--- src/rtl/m92_pkg.sv ---
// Shared types and helpers for the M92 main-CPU bus controller.
// Byte-lane helpers map the V30's odd/even byte addressing onto the 16-bit SDRAM word.
package m92_pkg;

    typedef enum logic [1:0] {IDLE, REQ, PAUSED} cpu_bus_state_t;

    localparam int CPU_CE_DIV = 4;

    // Odd byte reads come from the high lane of the stored word
    function automatic logic [15:0] word_shuffle_rd(input logic odd, input logic [15:0] d);
        return odd ? {8'h00, d[15:8]} : d;
    endfunction

    function automatic logic [15:0] word_shuffle_wr(input logic odd, input logic [15:0] d);
        return odd ? {d[7:0], 8'h00} : d;
    endfunction

    function automatic logic [1:0] byte_sel(input logic odd, input logic [1:0] be);
        return odd ? {be[0], 1'b0} : be;
    endfunction

endpackage

--- src/rtl/m92_ce_gate.sv ---
// CPU clock-enable generator: a modulo-CE_DIV counter that only advances when
// nothing is stalling the CPU; every advance is a ce_4x pulse, every wrap a ce pulse.
module m92_ce_gate #(
    parameter int CE_DIV = 4
) (
    input  logic clk,
    input  logic reset,
    input  logic mem_strobe,
    input  logic rq_active,
    input  logic ext_busy,
    input  logic paused_st,
    output logic ce_cpu,
    output logic ce_4x_cpu
);

    localparam int CW = $clog2(CE_DIV);

    logic [CW-1:0] cnt;
    logic          stall;

    assign stall = mem_strobe | rq_active | ext_busy | paused_st;

    // CE_DIV is a power of two, so the counter wraps by overflow
    always_ff @(posedge clk or posedge reset) begin
        if (reset) begin
            cnt       <= '0;
            ce_cpu    <= 1'b0;
            ce_4x_cpu <= 1'b0;
        end else begin
            ce_4x_cpu <= ~stall;
            ce_cpu    <= ~stall && (cnt == CW'(CE_DIV - 1));
            if (!stall)
                cnt <= cnt + 1'b1;
        end
    end

endmodule

--- src/rtl/m92_cpu_bus_ctrl.sv ---
// V30 bus sequencer: turns single-cycle bus strobes into toggle-handshake SDRAM
// requests, stalls the CPU clock enable while busy and handles frame-exact pause.
module m92_cpu_bus_ctrl
    import m92_pkg::*;
#(
    parameter int CE_DIV = CPU_CE_DIV,
    parameter int SDR_AW = 25
) (
    input  logic              clk,
    input  logic              reset,
    input  logic              pause_rq,
    input  logic [8:0]        v_count,
    input  logic [9:0]        h_count,
    output logic              paused,
    input  logic              cpu_rd,
    input  logic              cpu_wr,
    input  logic [19:0]       cpu_addr,
    input  logic [1:0]        cpu_be,
    input  logic [15:0]       cpu_dout,
    output logic [15:0]       cpu_rd_data,
    input  logic              region_memrq,
    input  logic [SDR_AW-1:0] region_addr,
    input  logic              region_writable,
    input  logic              ext_busy,
    output logic              ce_cpu,
    output logic              ce_4x_cpu,
    output logic              rq_active,
    output logic              sdr_rq,
    input  logic              sdr_ack,
    output logic [SDR_AW-1:0] sdr_addr,
    output logic [15:0]       sdr_din,
    output logic [1:0]        sdr_wr_sel,
    input  logic [15:0]       sdr_dout
);

    cpu_bus_state_t state;
    logic           rd_lat, wr_lat;
    logic           launch_rd, launch_wr, strobe;
    logic [15:0]    data;
    logic [8:0]     pause_v;
    logic [9:0]     pause_h;
    logic           unused_addr;

    // Strobes are stretched to two cycles so the stall covers the gap before rq_active rises
    assign launch_rd   = cpu_rd & ~rd_lat;
    assign launch_wr   = cpu_wr & ~wr_lat;
    assign strobe      = cpu_rd | rd_lat | cpu_wr | wr_lat;
    assign cpu_rd_data = word_shuffle_rd(cpu_addr[0], data);
    assign unused_addr = ^cpu_addr[19:1];

    always_ff @(posedge clk or posedge reset) begin
        if (reset) begin
            state      <= IDLE;
            rd_lat     <= 1'b0;
            wr_lat     <= 1'b0;
            paused     <= 1'b0;
            rq_active  <= 1'b0;
            sdr_rq     <= 1'b0;
            sdr_addr   <= '0;
            sdr_din    <= '0;
            sdr_wr_sel <= 2'b00;
            data       <= '0;
            pause_v    <= '0;
            pause_h    <= '0;
        end else begin
            rd_lat <= cpu_rd;
            wr_lat <= cpu_wr;
            case (state)
                IDLE: begin
                    if ((launch_rd | launch_wr) & region_memrq) begin
                        state     <= REQ;
                        sdr_addr  <= region_addr;
                        sdr_rq    <= ~sdr_rq;
                        rq_active <= 1'b1;
                        // Writes to read-only space still complete as a read so the CPU never hangs
                        if (launch_wr & region_writable) begin
                            sdr_wr_sel <= byte_sel(cpu_addr[0], cpu_be);
                            sdr_din    <= word_shuffle_wr(cpu_addr[0], cpu_dout);
                        end else begin
                            sdr_wr_sel <= 2'b00;
                        end
                    end else if (pause_rq & ~strobe & ~rq_active) begin
                        state   <= PAUSED;
                        pause_v <= v_count;
                        pause_h <= h_count;
                        paused  <= 1'b1;
                    end
                end
                REQ: begin
                    if (sdr_ack == sdr_rq) begin
                        state     <= IDLE;
                        data      <= sdr_dout;
                        rq_active <= 1'b0;
                    end
                end
                PAUSED: begin
                    if (~pause_rq && v_count == pause_v && h_count == pause_h) begin
                        state  <= IDLE;
                        paused <= 1'b0;
                    end
                end
                default: state <= IDLE;
            endcase
        end
    end

    m92_ce_gate #(.CE_DIV(CE_DIV)) u_ce_gate (
        .clk        (clk),
        .reset      (reset),
        .mem_strobe (region_memrq & strobe),
        .rq_active  (rq_active),
        .ext_busy   (ext_busy),
        .paused_st  (state == PAUSED),
        .ce_cpu     (ce_cpu),
        .ce_4x_cpu  (ce_4x_cpu)
    );

endmodule

--- config.mk ---
export PLATFORM = sky130hd
export DESIGN_NAME = m92_cpu_bus_ctrl
export DESIGN_NICKNAME = d
export VERILOG_FILES = /design/src/rtl/m92_pkg.sv /design/src/rtl/m92_ce_gate.sv /design/src/rtl/m92_cpu_bus_ctrl.sv
export SDC_FILE = /design/constraint.sdc
export NUM_CORES = 1
export LEC_CHECK = 0
export CAP_MARGIN = 10
export CORE_AREA = 2 2 101 103
export CTS_CLUSTER_SIZE = 24
export DETAILED_ROUTE_END_ITERATION = 16
export DIE_AREA = 0 0 103 105
export PLACE_DENSITY = 0.8
export SLEW_MARGIN = 0
export SYNTH_ARGS = -nofsm -noshare
export SYNTH_HDL_FRONTEND = slang
export SYNTH_SLANG_ARGS = --single-unit
--- constraint.sdc ---
create_clock -name clk -period 6.4 [get_ports clk]
set_input_delay 1.28 -clock clk [delete_from_list [all_inputs] [get_ports clk]]
set_output_delay 1.28 -clock clk [all_outputs]
set_load 0.03 [all_outputs]
Word-level counts from Yosys, hierarchy flattened --
Index checks and enable logic that the tools add are counted.
Word-level totals: flip-flop bits (word level) 89, bits in latches 0, bits in writable memories 0, bits in read-only memories 0, logic and storage cells 79, memories kept 0
Operators by class: add/subtract/negate cells 1, multiply operators 0, divide/modulo/power cells 0, order comparisons 0, eq/ne operators 12, shift operators 0, mux-type cells 16, bitwise logic cells 22, reduce and logical (&&, ||, !) cells 13
Operators by type and width (count):
- 16-bit 2-to-1 mux | 2
- 2-bit 2-to-1 mux | 6
- 3-bit AND reduction | 4
- 10-bit == test | 1
- 2-bit inequality test (second input constant) | 5
- 9-bit == test | 1
- 1-bit inverter | 8
- 1-bit AND | 7
- 1-bit OR | 7
- 2-bit one-hot mux with 3 select lines | 1
- 1-bit 2-to-1 mux | 5
- 2-bit == test (second input constant) | 2
- 1-bit one-hot mux with 2 select lines | 2
- 2-bit AND reduction | 2
- 4-bit AND reduction | 1
- 2-bit nonzero test | 2
- 1-bit logical AND | 3
- 3-bit inequality test (second input constant) | 1
- 2-bit by 1-bit adder with 2-bit output (second input constant) | 1
- 2-bit by 1-bit == test with 1-bit output (second input constant) | 1
- 2-bit zero test | 1
- 1-bit == test | 1

Logic depth before layout (Yosys ltp) --
Gate-level depths: netlist of the first run.
depth in word-level cells 9, depth in mapped cells 6, gate-level depth less buffers 4

Cells and area by module --
A second synthesis of the first run with hierarchy kept.
Second synthesis, totals: cells, all modules 285, area, all modules 4008.8 sq um
By module, submodules not included:
- m92_cpu_bus_ctrl | times used 1, cells an instance 275, area each 3839.9 sq um
- m92_ce_gate | times used 1, cells an instance 10, area each 168.9 sq um

Least setup slack after synthesis of the first run --
OpenSTA, ideal clock, no wires.
path kind input to output, start point input cpu_addr[0], end point output cpu_rd_data[6], data arrival time 2.347 ns, data required time 5.120 ns, slack 2.773 ns, stages on the path 3, buffers on the path 2, cell sequence clkbuf_1 buf_1 mux2_2
Between the ends: cells in the longest elaborated chain, start to end 1
Ends and longest elaborated chain:
- start, declared | RTL line m92_cpu_bus_ctrl.sv:17 | input logic [19:0] cpu_addr,
- 16-bit 2-to-1 mux | RTL line m92_pkg.sv:11 | return odd ? {8'h00, d[15:8]} : d;
- end, declared | RTL line m92_cpu_bus_ctrl.sv:20 | output logic [15:0] cpu_rd_data,
Every way passes these cells.

Final worst setup path of the first run --
start point input cpu_addr[0], end point output cpu_rd_data[4]
The elaborated chain is that of the path after synthesis.

==> results of run 1 <==
[per-stage QoR]
step	power [W]	util, %	std cells	hold WS (ps)	cell area, um2
final	0.00261	59.3	572	482	5710
after global routing	0.00277	59.3	572	507	5710
after CTS	0.00265	59.1	571	490	5700
after detailed placement	0.00222	56.9	556	470	5480
after global placement	0.00218	56.9	556	461	5480
after floorplan	0.00170	-	283	448	3840
[how the worst min path moves through the flow]
stage	from	endpoint	slack, ps	depth (start not counted)
final	sdr_din[6]	sdr_din[6]	480	2
after CTS	sdr_din[7]	sdr_din[7]	490	2
after detailed placement	sdr_din[7]	sdr_din[7]	470	2
after global placement	sdr_wr_sel[0]	sdr_wr_sel[0]	460	1
after floorplan	u_ce_gate.cnt[0]	u_ce_gate.cnt[0]	450	1
after global routing	u_ce_gate.cnt[0]	u_ce_gate.cnt[0]	510	1
[registers in the layout, indices dropped and copies added (netlist names)]
name and flops:
sdr_din 16, paused 1, sdr_rq 1, state 2, data 16, sdr_addr 25
sdr_wr_sel 2, u_ce_gate.cnt 2, u_ce_gate.ce_4x_cpu 1, pause_h 10, rd_lat 1, wr_lat 1
pause_v 9, u_ce_gate.ce_cpu 1, rq_active 1
[final cells by class]
| cell class | count | area (um2) |
|---|---|---|
| multi-input cells | 177 | 1540 |
| well taps | 133 | 166 |
| clock inverters | 4 | 76.3 |
| clock buffers | 11 | 141 |
| inverters | 3 | 12.5 |
| fillers | 826 | 3930 |
| flip-flops and latches | 89 | 2230 |
| repair buffers | 155 | 1550 |
[cells in the mapped netlist, types with 2 or more instances]
cell type / n
xnor2_1: 20
nor2_1: 2
buf_2: 7
nor2b_1: 10
dfrtp_1: 89
nand2_1: 18
xor2_1: 2
inv_1: 3
clkbuf_1: 6
nand4_1: 5
mux2_2: 67
nand2b_1: 9
mux2i_1: 9
o21ai_0: 17
[routing by layer]
layer  wire [um]  share of wire, %
met1        3410                40
met4         153               1.8
met5           0                 0
met3         645               7.6
met2        4270                50
[power breakdown]
part	total (W)	leakage, nW	switching, W	internal [W]
Clock	0.000422	0.106	0.000192	0.000230
Sequential	0.000954	1.10	0.000144	0.000810
Combinational	0.00124	1.21	0.000624	0.000613
[critical path, stage by stage]
cell and delay, ps:
clkdlybuf4s50_1 1140, mux2_2 420, clkdlybuf4s50_1 610
[cell families (layout without fill, tap and decap cells)]
| family | after synthesis | in the layout | synth area share, % |
|---|---|---|---|
| flip-flops | 89 | 89 | 58.0 |
| multiplexers | 78 | 78 | 22.7 |
| AND/OR/NAND/NOR | 52 | 52 | 7.92 |
| AO/OA/AOI/OAI | 24 | 24 | 4.17 |
| XOR/XNOR | 22 | 22 | 5.02 |
| buffers and inverters | 17 | 173 | 1.89 |
| adder cells (fa/ha/maj) | 1 | 1 | 0.326 |
==> out/results.ini, run 1 <==
[outcome]
run_status=finished, final reports clean

[logic_synthesis]
ys_top_cells_by_area=dfrtp_1 58%, mux2_2 20%, xnor2_1 4.6%
synth-edff-count=0
yosysSeqAreaShare_pct=58.0
synth_top_cell_by_area=dfrtp_1
synth_seq_cells=89
synth_nets=391
syn_area_per_cell_um2=13.6
netlist_area_um2=3840
syn_inst=283
ys_types=33
yosysTopAreaCellShare_pct=58.0
yosysWarningCount=0
async_flop_share_pct=100
ys.flop_type=dfrtp_1

[routing]
totalWireLength_um=8480
dr_total_vias=2678
wl_per_cell_um=14.8
drtIter0Drc=42
drcViolationCount=0
drtAntennaViolNets=0
drtPass1Iterations=4
viasPerCell=4.68

[sta]
setup_viol=0
tns_ps=0
period_share_pct=74.2
tightest_slew_ps=1010
hold_viol_final=0
timing.final.ws_setup_ps=1650
maxSlewViolCount=0
period_needed_ps=4750
clock_skew_ps=8.50
max-slew-margin-rel_pct=32.3
fmax_mhz=211
rsz0062_at_grt=no

[grt]
grt_util_all_layers_pct=16.3
met2_usage_pct=26.8
grt_max_degree=50
grt_antenna_before_repair=0
met3_usage_pct=5.69
grt.overflow.total=0
use_met1_pct=19.6
busiest_layer=met2
grt_pass1_vias=2903
grt_pass1_wl_um=13900

[power_and_ir_drop]
p_leak_nw=2.42
vdd_drop_max_mv=0.255
power_density_nw_per_um2=457

[worst_setup_path]
r2r_start=sdr_rq
cp_data_arrival_time_ps=3470
required_ps=5120
worstPathMaxFanout=25
reg2reg_depth=3
crit_path_end_kind=output pin
crit_end=cpu_rd_data[4]
reg2reg_setup_slack_ps=4440
startpoint=cpu_addr[0]
r2r-end=data[0]
startpoint_type=primary input
worst-setup-path-type=in2out

[clock_tree]
cts_made_buffers=9
cts_sinks=89
insertion_delay_ps=340
cts_setup_buffers=0
clockRootBuffer=clkbuf_8
cts_max_path_buffers=2
ctsHoldBuffers=0
htree_num_levels=3
cts_tree=built
cts_resized=0
path_clk_slew_ps=90

[place]
gp_congestion=0.746
place_ws_ps=1650
io_buffers=151
dp_hpwl_um=6380

[hold_path]
hold_class=reg2reg

[floorplanning]
fp.dieW_um=103
num_rows=36
start_util_pct=39.8
coreArea_um2=9640
ioPinCount=171
die_height_um=105
design.die.area_um2=10800

[final_layout]
layout_common_cells=151 x clkdlybuf4s50_1, 89 x dfrtp_1, 67 x mux2_2, 20 x xnor2_1, 18 x nand2_1
n_antenna_cell=0
fin_nets=543
drive_gt1_share_pct=21.0
final_common_cell=clkdlybuf4s50_1
syn2layout_area_growth_pct=48.8

[job]
cap_violations=0

(Power assumes the default switching activity.)
==> run 2: changes to the inputs <==
==> constraint.sdc (replaced) <==
create_clock -name clk -period 4.6 [get_ports clk]
set_input_delay 0.92 -clock clk [delete_from_list [all_inputs] [get_ports clk]]
set_output_delay 0.92 -clock clk [all_outputs]
set_load 0.03 [all_outputs]
==> out/results.ini, run 2 (same netlist as run 1, synthesis figures left out) <==
[clock_tree]
path_clk_slew_ps=80
cts_sinks=89
cts_tree=built
clockRootBuffer=clkbuf_8
ctsHoldBuffers=0
cts_max_path_buffers=2
cts_made_buffers=9
insertion_delay_ps=350
cts_setup_buffers=0
cts_resized=0
htree_num_levels=3

[final_layout]
top_register=sdr_addr
final_common_cell=clkdlybuf4s50_1
layout_common_cells=151 x clkdlybuf4s50_1, 89 x dfrtp_1, 67 x mux2_2, 20 x xnor2_1, 18 x nand2_1
top_regs=sdr_addr (25), data (16), sdr_din (16)
nFillCells=815
fin_nets=547
largest_reg_flops=25
n_antenna_cell=0
drive_gt1_share_pct=22.1
syn2layout_area_growth_pct=49.0
design_area_um2=5720
utilization_pct=59.4

[grt]
grt_util_all_layers_pct=16.7
grt_antenna_before_repair=0
grt.overflow.total=0
grt_pass1_wl_um=14100
grt_max_degree=45
grt_pass1_vias=2918

[floorplanning]
coreArea_um2=9640
die_height_um=105
num_rows=36
design.die.area_um2=10800
ioPinCount=171
start_util_pct=39.8
fp.dieW_um=103

[routing]
drcViolationCount=0
drtIter0Drc=37
dr_total_vias=2707
totalWireLength_um=8650
viasPerCell=4.69
drtPass1Iterations=4
wl_per_cell_um=15.0
drtAntennaViolNets=0

[sta]
rsz0062_at_grt=no
max-slew-margin-rel_pct=45.3
maxSlewViolCount=0
fmax_mhz=260
clock_skew_ps=15.1
timing.final.ws_setup_ps=761
tns_ps=0
period_needed_ps=3840
holdWs_ps=482
tightest_slew_ps=820
setup_viol=0
hold_viol_final=0
period_share_pct=83.5

[power_and_ir_drop]
power_density_nw_per_um2=624
vdd_drop_max_mv=0.400
p_leak_nw=2.43

[worst_setup_path]
required_ps=3680
slowest_stage=clkdlybuf4s50_1
path_cells=clkdlybuf4s50_1, mux2_2, clkdlybuf4s50_1
worst-setup-path-type=in2out
crit_path_max_incr_delay_ps=970
worstPathMaxFanout=19
r2r_start=sdr_rq
startpoint_type=primary input
startpoint=cpu_addr[0]
crit_path_end_kind=output pin
cp_common_cell=clkdlybuf4s50_1
cp_data_arrival_time_ps=2920

[place]
place_ws_ps=742
dp_hpwl_um=6530
place_area_um2=5500
gp_congestion=0.740
io_buffers=151

[outcome]
run_status=finished, final reports clean

[hold_path]
hold_class=reg2reg
min_from=u_ce_gate.cnt[0]

[job]
cap_violations=0

==> run 2: cell count changes in the layout (fill, tap and decap cells not counted) <==
cell,delta
buf_4,+3
bufinv_16,-2
clkinv_4,+2
buf_8,+1
clkbuf_1,-1
clkbuf_8,+1
clkinv_2,+1
==> run 2: worst max-delay path: cells and delay by family <==
family,cells,cell delay (ps)
buffers and inverters,2,1580
muxes,1,420
==> run 2: final cells by class <==
type,instances,area (um2),area share (%)
well taps,133,166,2.91
repair buffers,159,1590,27.7
multi-input cells,177,1540,26.9
clock inverters,5,38.8,0.678
clock buffers,11,151,2.65
flip-flops and latches,89,2230,38.9
inverters,3,12.5,0.219
==> run 2: routing by layer <==
metal  track usage [%]  share of wire [%]  up-vias
met5                 0                  0        -
met4              5.17                1.7        0
met3              5.42                6.7       14
met2              28.2                 51       94
met1              19.8                 41     1309
li1                  -                  -     1290
==> run 2: metrics by stage <==
stage	instances	power, W
after floorplan	283	0.00236
after global placement	559	0.00303
after detailed placement	559	0.00309
after CTS	575	0.00362
after global routing	577	0.00379
final	577	0.00357
==> run 2: worst paths after layout <==
check	slack [ps]	endpoint	cells past startpoint
worst max register to register	2610	data[12]	3
worst min-delay path	480	u_ce_gate.cnt[0]	1
worst max-delay path	760	cpu_rd_data[0]	3
max in group asynchronous	2770	pause_v[7]	3
min in group asynchronous	1010	pause_v[6]	2
worst min register to register	480	u_ce_gate.cnt[0]	1
==> run 2: power by group <==
group	total [W]	leakage [nW]	switching [W]	internal, W
Clock	0.000512	0.0959	0.000282	0.000229
Sequential	0.00132	1.10	0.000199	0.00113
Combinational	0.00173	1.24	0.000874	0.000859
Total	0.00357	2.43	0.00135	0.00221
